File: src/rtl/muldiv_pkg.sv
// ---------------------------------------------------------------------------
// muldiv_pkg
//
// Shared definitions for the multiply/divide unit.
//   ITER        : number of iteration cycles per operation (one per bit)
//   DATA_W      : operand / result width
//   op_e        : operation encoding as presented on the op port
//   state_e     : control state encoding
//   isDivOp     : true for the two operations that run the divider
//   selectResult: picks the architectural result out of the final
//                 16-bit working register for a given operation
// ---------------------------------------------------------------------------
package muldiv_pkg;

    localparam int unsigned ITER   = 8;
    localparam int unsigned DATA_W = 8;

    typedef enum logic [1:0] {
        OP_MULLO = 2'd0,
        OP_MULHI = 2'd1,
        OP_DIV   = 2'd2,
        OP_REM   = 2'd3
    } op_e;

    typedef enum logic [1:0] {
        ST_IDLE = 2'd0,
        ST_RUN  = 2'd1,
        ST_DONE = 2'd2
    } state_e;

    // Divide and remainder share the restoring-division datapath.
    function automatic logic isDivOp(input op_e opSel);
        return (opSel == OP_DIV) || (opSel == OP_REM);
    endfunction

    // The working register holds {product_hi, product_lo} after a multiply
    // and {remainder, quotient} after a divide.
    function automatic logic [7:0] selectResult(input op_e opSel,
                                                input logic [15:0] workReg);
        logic [7:0] sel;
        case (opSel)
            OP_MULLO: sel = workReg[7:0];
            OP_MULHI: sel = workReg[15:8];
            OP_DIV:   sel = workReg[7:0];
            OP_REM:   sel = workReg[15:8];
            default:  sel = 8'h00;
        endcase
        return sel;
    endfunction

endpackage

File: src/rtl/muldiv_unit.sv
// ---------------------------------------------------------------------------
// muldiv_unit
//
// Iterative 8-bit unsigned multiply / divide unit feeding a register-file
// write port. One operation takes 8 iteration cycles plus one DONE cycle.
//
// Ports
//   clk       : clock, all state changes on the rising edge
//   reset     : asynchronous active-high reset
//   start     : request a new operation, only looked at while idle
//   op        : 0 MULLO, 1 MULHI, 2 DIV (quotient), 3 REM (remainder)
//   a_in/b_in : unsigned operands from register-file read ports A and B
//   dst_in    : destination register pointer
//   busy      : high while an operation is running or finishing
//   done      : one-cycle pulse when result is valid
//   result    : selected result, held until the next accepted start
//   wr_en     : register-file write enable (identical to done)
//   wr_addr   : register-file write address
//   div_zero  : divide by zero flag for DIV/REM, held with result
// ---------------------------------------------------------------------------
module muldiv_unit
    import muldiv_pkg::*;
#(
    parameter int pw = 3
) (
    input  logic          clk,
    input  logic          reset,
    input  logic          start,
    input  logic [1:0]    op,
    input  logic [7:0]    a_in,
    input  logic [7:0]    b_in,
    input  logic [pw-1:0] dst_in,
    output logic          busy,
    output logic          done,
    output logic [7:0]    result,
    output logic          wr_en,
    output logic [pw-1:0] wr_addr,
    output logic          div_zero
);

    localparam logic [3:0] LAST_ITER = 4'(ITER - 1);

    // Control state
    state_e        state_q;
    logic [3:0]    count_q;
    logic [3:0]    count_d;
    logic          busy_q;
    logic          done_q;

    // Latched operation
    op_e           op_q;
    logic [7:0]    b_q;
    logic [pw-1:0] dst_q;

    // Shared working register: {hi, lo}
    logic [15:0]   shiftReg_q;
    logic [15:0]   shiftReg_d;

    // Registered outputs
    logic [7:0]    result_q;
    logic [pw-1:0] wrAddr_q;
    logic          divZero_q;

    // Shared adder/subtractor signals
    logic          opIsDiv;
    logic [7:0]    addA;
    logic [7:0]    addB;
    logic          addCin;
    logic [8:0]    sum;
    logic          divFits;

    // Operand selection for the single 8-bit adder/subtractor.
    // Multiply: add b to the high half when the current multiplier bit
    // (LSB of the low half) is set.
    // Divide: subtract b from the partial remainder formed by shifting the
    // working register left by one; this is done as a + ~b + 1 so the carry
    // out doubles as a "no borrow" indicator.
    always_comb begin
        opIsDiv = isDivOp(op_q);
        addA    = shiftReg_q[15:8];
        addB    = 8'h00;
        addCin  = 1'b0;
        if (opIsDiv) begin
            addA   = shiftReg_q[14:7];
            addB   = ~b_q;
            addCin = 1'b1;
        end else if (shiftReg_q[0]) begin
            addB   = b_q;
        end
        sum = {1'b0, addA} + {1'b0, addB} + {8'h00, addCin};
    end

    // Next value of the working register for one iteration.
    // The shifted partial remainder is 9 bits wide; its top bit is the bit
    // leaving shiftReg_q[15]. If that bit is set the partial remainder is
    // at least 256 and therefore always fits b, otherwise the adder carry
    // tells whether the subtraction stayed non-negative. With b = 0 every
    // step fits, which naturally produces quotient 0xFF and remainder a.
    always_comb begin
        divFits    = shiftReg_q[15] | sum[8];
        shiftReg_d = shiftReg_q;
        if (opIsDiv) begin
            shiftReg_d = {(divFits ? sum[7:0] : shiftReg_q[14:7]),
                          shiftReg_q[6:0], divFits};
        end else begin
            shiftReg_d = {sum, shiftReg_q[7:1]};
        end
        count_d = count_q + 4'd1;
    end

    // Control FSM with registered outputs.
    // IDLE accepts start and loads the operands; a_in goes straight into
    // the low half of the working register since both the multiplier and
    // the dividend are consumed from there. RUN performs one iteration per
    // cycle and on the last one captures the result, write address and
    // divide-by-zero flag. DONE lasts exactly one cycle and ignores start.
    always_ff @(posedge clk or posedge reset) begin
        if (reset) begin
            state_q    <= ST_IDLE;
            count_q    <= 4'd0;
            busy_q     <= 1'b0;
            done_q     <= 1'b0;
            op_q       <= OP_MULLO;
            b_q        <= 8'h00;
            dst_q      <= '0;
            shiftReg_q <= 16'h0000;
            result_q   <= 8'h00;
            wrAddr_q   <= '0;
            divZero_q  <= 1'b0;
        end else begin
            case (state_q)
                ST_IDLE: begin
                    done_q <= 1'b0;
                    if (start) begin
                        op_q       <= op_e'(op);
                        b_q        <= b_in;
                        dst_q      <= dst_in;
                        shiftReg_q <= {8'h00, a_in};
                        count_q    <= 4'd0;
                        busy_q     <= 1'b1;
                        state_q    <= ST_RUN;
                    end
                end
                ST_RUN: begin
                    shiftReg_q <= shiftReg_d;
                    count_q    <= count_d;
                    if (count_q == LAST_ITER) begin
                        state_q   <= ST_DONE;
                        done_q    <= 1'b1;
                        result_q  <= selectResult(op_q, shiftReg_d);
                        wrAddr_q  <= dst_q;
                        divZero_q <= opIsDiv && (b_q == 8'h00);
                    end
                end
                ST_DONE: begin
                    done_q  <= 1'b0;
                    busy_q  <= 1'b0;
                    state_q <= ST_IDLE;
                end
                default: begin
                    done_q  <= 1'b0;
                    busy_q  <= 1'b0;
                    state_q <= ST_IDLE;
                end
            endcase
        end
    end

    assign busy     = busy_q;
    assign done     = done_q;
    assign wr_en    = done_q;
    assign result   = result_q;
    assign wr_addr  = wrAddr_q;
    assign div_zero = divZero_q;

endmodule

File: config.mk
export PLATFORM = sky130hd
export DESIGN_NAME = muldiv_unit
export DESIGN_NICKNAME = d
export VERILOG_FILES = /design/src/rtl/muldiv_pkg.sv /design/src/rtl/muldiv_unit.sv
export SDC_FILE = /design/constraint.sdc
export NUM_CORES = 1
export LEC_CHECK = 0
export ABC_AREA = 1
export CORE_MARGIN = 8
export CORE_UTILIZATION = 55
export CTS_BUF_LIST = sky130_fd_sc_hd__clkbuf_8
export CTS_CLUSTER_DIAMETER = 40
export CTS_CLUSTER_SIZE = 10
export DETAILED_ROUTE_END_ITERATION = 8
export PLACE_DENSITY_LB_ADDON = 0.2
export REMOVE_ABC_BUFFERS = 1
export SYNTH_ARGS = -nofsm -noshare
export SYNTH_HDL_FRONTEND = slang
export SYNTH_SLANG_ARGS = --single-unit
File: constraint.sdc
create_clock -name clk -period 3.4 [get_ports clk]
set_clock_uncertainty 0.1 [all_clocks]
set_input_delay 0.51 -clock clk [delete_from_list [all_inputs] [get_ports clk]]
set_output_delay 0.51 -clock clk [all_outputs]
set_load 0.02 [all_outputs]
==> run metrics <==
status finished, final reports clean; CTS tree yes; r2r startpoint op_q[1]; placed insts 500; post-synthesis sequential area ratio 39.97%; initial antenna violation count 0; Synth area leader dfrtp_1; post-CTS sizing 0; final setup vio count 0; most frequent CP cell nand2_1; crit path cell chain nor2_1 -> o21ai_0 -> fa_1 -> fa_1 -> inv_1 -> nand2_1 -> nand2_1 -> nand3_2 -> nand3_4 -> nand3_1 -> nand2_2 -> nand3_1 -> nand2_1 -> nand2_1; syn_area_per_cell 7.708 µm²; die outline area 8224 µm²; largest net degree at the start of global routing 33; WP data required 3.50 ns; via count 2646; Hold-fix buffers, CTS 0; vias in the first global route 2501; Root Buffer clkbuf_8; Unique masters post-synth 39; GRT Resource Usage Total 17.23%; Sink Count 49; synth top area cells dfrtp_1 40%, nand2_1 14%, inv_1 5.9%; Top delay family on crit path simple AND/OR/NAND/NOR gates; final setup TNS 0 ns; most instantiated library cell after synthesis nand2_1; Antenna Nets Post-Route 0; initial core utilization 56.41%; ys flop type dfrtp_1; share of layout cells above drive strength 1 13.53%; Final WS setup 0.5979 ns; RR Endpoint result[7]; Site Rows 27; Final min period 2.802 ns; Syn Std Cell Area 3068 µm²; hold worst-path end wr_addr[2]; die width 90.69 µm; total of max-cap violations 0; Antenna diodes 0; core area 5439 µm²; Slew Viols, Final 0; Finished Layout Cells 508; Crit Path Category reg -> reg; Async SR Flop Fraction 100.0%; H-tree lvl count 2; fin util 65.38%; fmax 356.9 MHz; Synth Warn # 0; DP Worst Slack 0.6396 ns; Worst setup EP type flop; Area growth syn-to-layout 15.91%; Setup crit start op_q[1]; Final Hold Vio Count 0; nets 469; Post-CTS Setup Bufs 0; Synth top area share 39.97%; clock-pin slew on the worst setup and hold paths 0.09 ns; Worst Path Arrival 2.91 ns; Slew @ Worst Pin 0.5688 ns; HPWL after DPL 5116 µm; worst-skew pair later-pin latency 0.31 ns; Worst Reg-to-Reg Cells 14; global-route wire length before repair 11790 µm; Reg2Reg Setup Slack 0.60 ns; WP buf/inv 1; Congestion Overflow GR 0; Longest Clk Path Bufs 2; hold path cells 2; register bit total from synthesis 49; GP Congestion 0.8716; Routed WL 6939 µm; relative slew slack 61.85%; DR WL/cell 13.66 µm; RSZ-0062 raised after global routing false; Die Ht 90.69 µm; initial detailed-routing violation count 137; Crit path largest cell delay 0.46 ns; startpoint types flop; # port buffers 38; Tcrit/Tclk final 82.41%; Crit-path slowest cell dfrtp_1; total CTS buffers 5; worst hold path class reg -> reg; Post-synth EDFFs 0; Post-Syn Instances 398; drt via density 5.209; crit-path max FO 9; Commonest cells post-synth 117 x nand2_1, 49 x dfrtp_1, 48 x inv_1; number of top-level pins 39; worst hold start wr_addr[2]; DRC Markers 0; drt pass-1 iters 4
[cells in the final DEF, fill, tap and decap left out, types with 2 or more instances in the layout]
cell             synthesis  layout
a21o_1                   2       2
a21oi_1                 14      14
buf_4                    2       5
clkbuf_8                 3       5
clkdlybuf4s50_1          0      38
clkinvlp_4               0       2
dfrtp_1                 49      49
fa_1                     2       2
ha_1                     8       8
inv_1                   48      48
inv_2                    1       2
mux2_2                   6       6
nand2_1                117     117
nand2_2                 17      17
nand3_1                 24      24
nand3_2                  3       3
nor2_1                  34      34
nor2_2                   2       2
nor4_1                   2       2
o21ai_0                 23      23
o21ai_1                  4       4
o21ai_2                  7       7
o221ai_1                 5       5
or2_2                    3       3
[routing by layer]
layer | wire (µm) | GRT usage, %
met5 | 0 | 0
met4 | 99 | 4.993
met3 | 336 | 3.741
met2 | 3325 | 27.22
met1 | 3178 | 22.95
[cells by family after synthesis]
logic type      count (synthesis)  synth area share (%)
fa+ha+maj                      10                 4.568
compound gates                 60                 12.11
xor+xnor                        1                0.2855
simple gates                  208                 30.75
mux                             7                 2.691
buf+inv                        63                 9.624
flops                          49                 39.97
[final cells by class]
type	instances	area, µm²
tap	72	90.09
multi-input combinational	286	1546
inverter	50	187.7
sequential	49	1226
timing repair buffer	43	417.9
clock inverter	3	18.77
clock buffer	5	68.82
fill	490	1883
[worst max path at each step]
stage | to | cells past startpoint | slack (ns)
after floorplan | shiftReg_q[14] | 16 | 0.08
after global placement | result[7] | 15 | 0.75
after detailed placement | result[7] | 14 | 0.64
after CTS | result[7] | 14 | 0.62
after global routing | result[5] | 15 | 0.38
final | result[7] | 14 | 0.60
[metrics by stage]
| stage | hold WS, ns | instance area, µm² |
|---|---|---|
| CTS | 0.3883 | 3556 |
| detailed placement | 0.3630 | 3468 |
| global route | 0.4154 | 3556 |
| global placement | 0.3577 | 3468 |
| floorplan | 0.3494 | 2960 |
| finish | 0.3862 | 3556 |
[worst min-delay path, cell delays in order, from the launching register on]
cell and delay, ns:
dfrtp_1 0.36, nand2_1 0.05, nand2_1 0.05
[flip-flops by register name, summed over array words and instances (netlist names)]
signal,count
b_q,8
wr_addr,3
state_q,2
shiftReg_q,16
result,8
div_zero,1
done,1
dst_q,3
busy,1
op_q,2
count_q,4
Power is left out: the tool's default activity adds up to more than one toggle a clock period on the data nets, which glitch-free logic cannot reach.
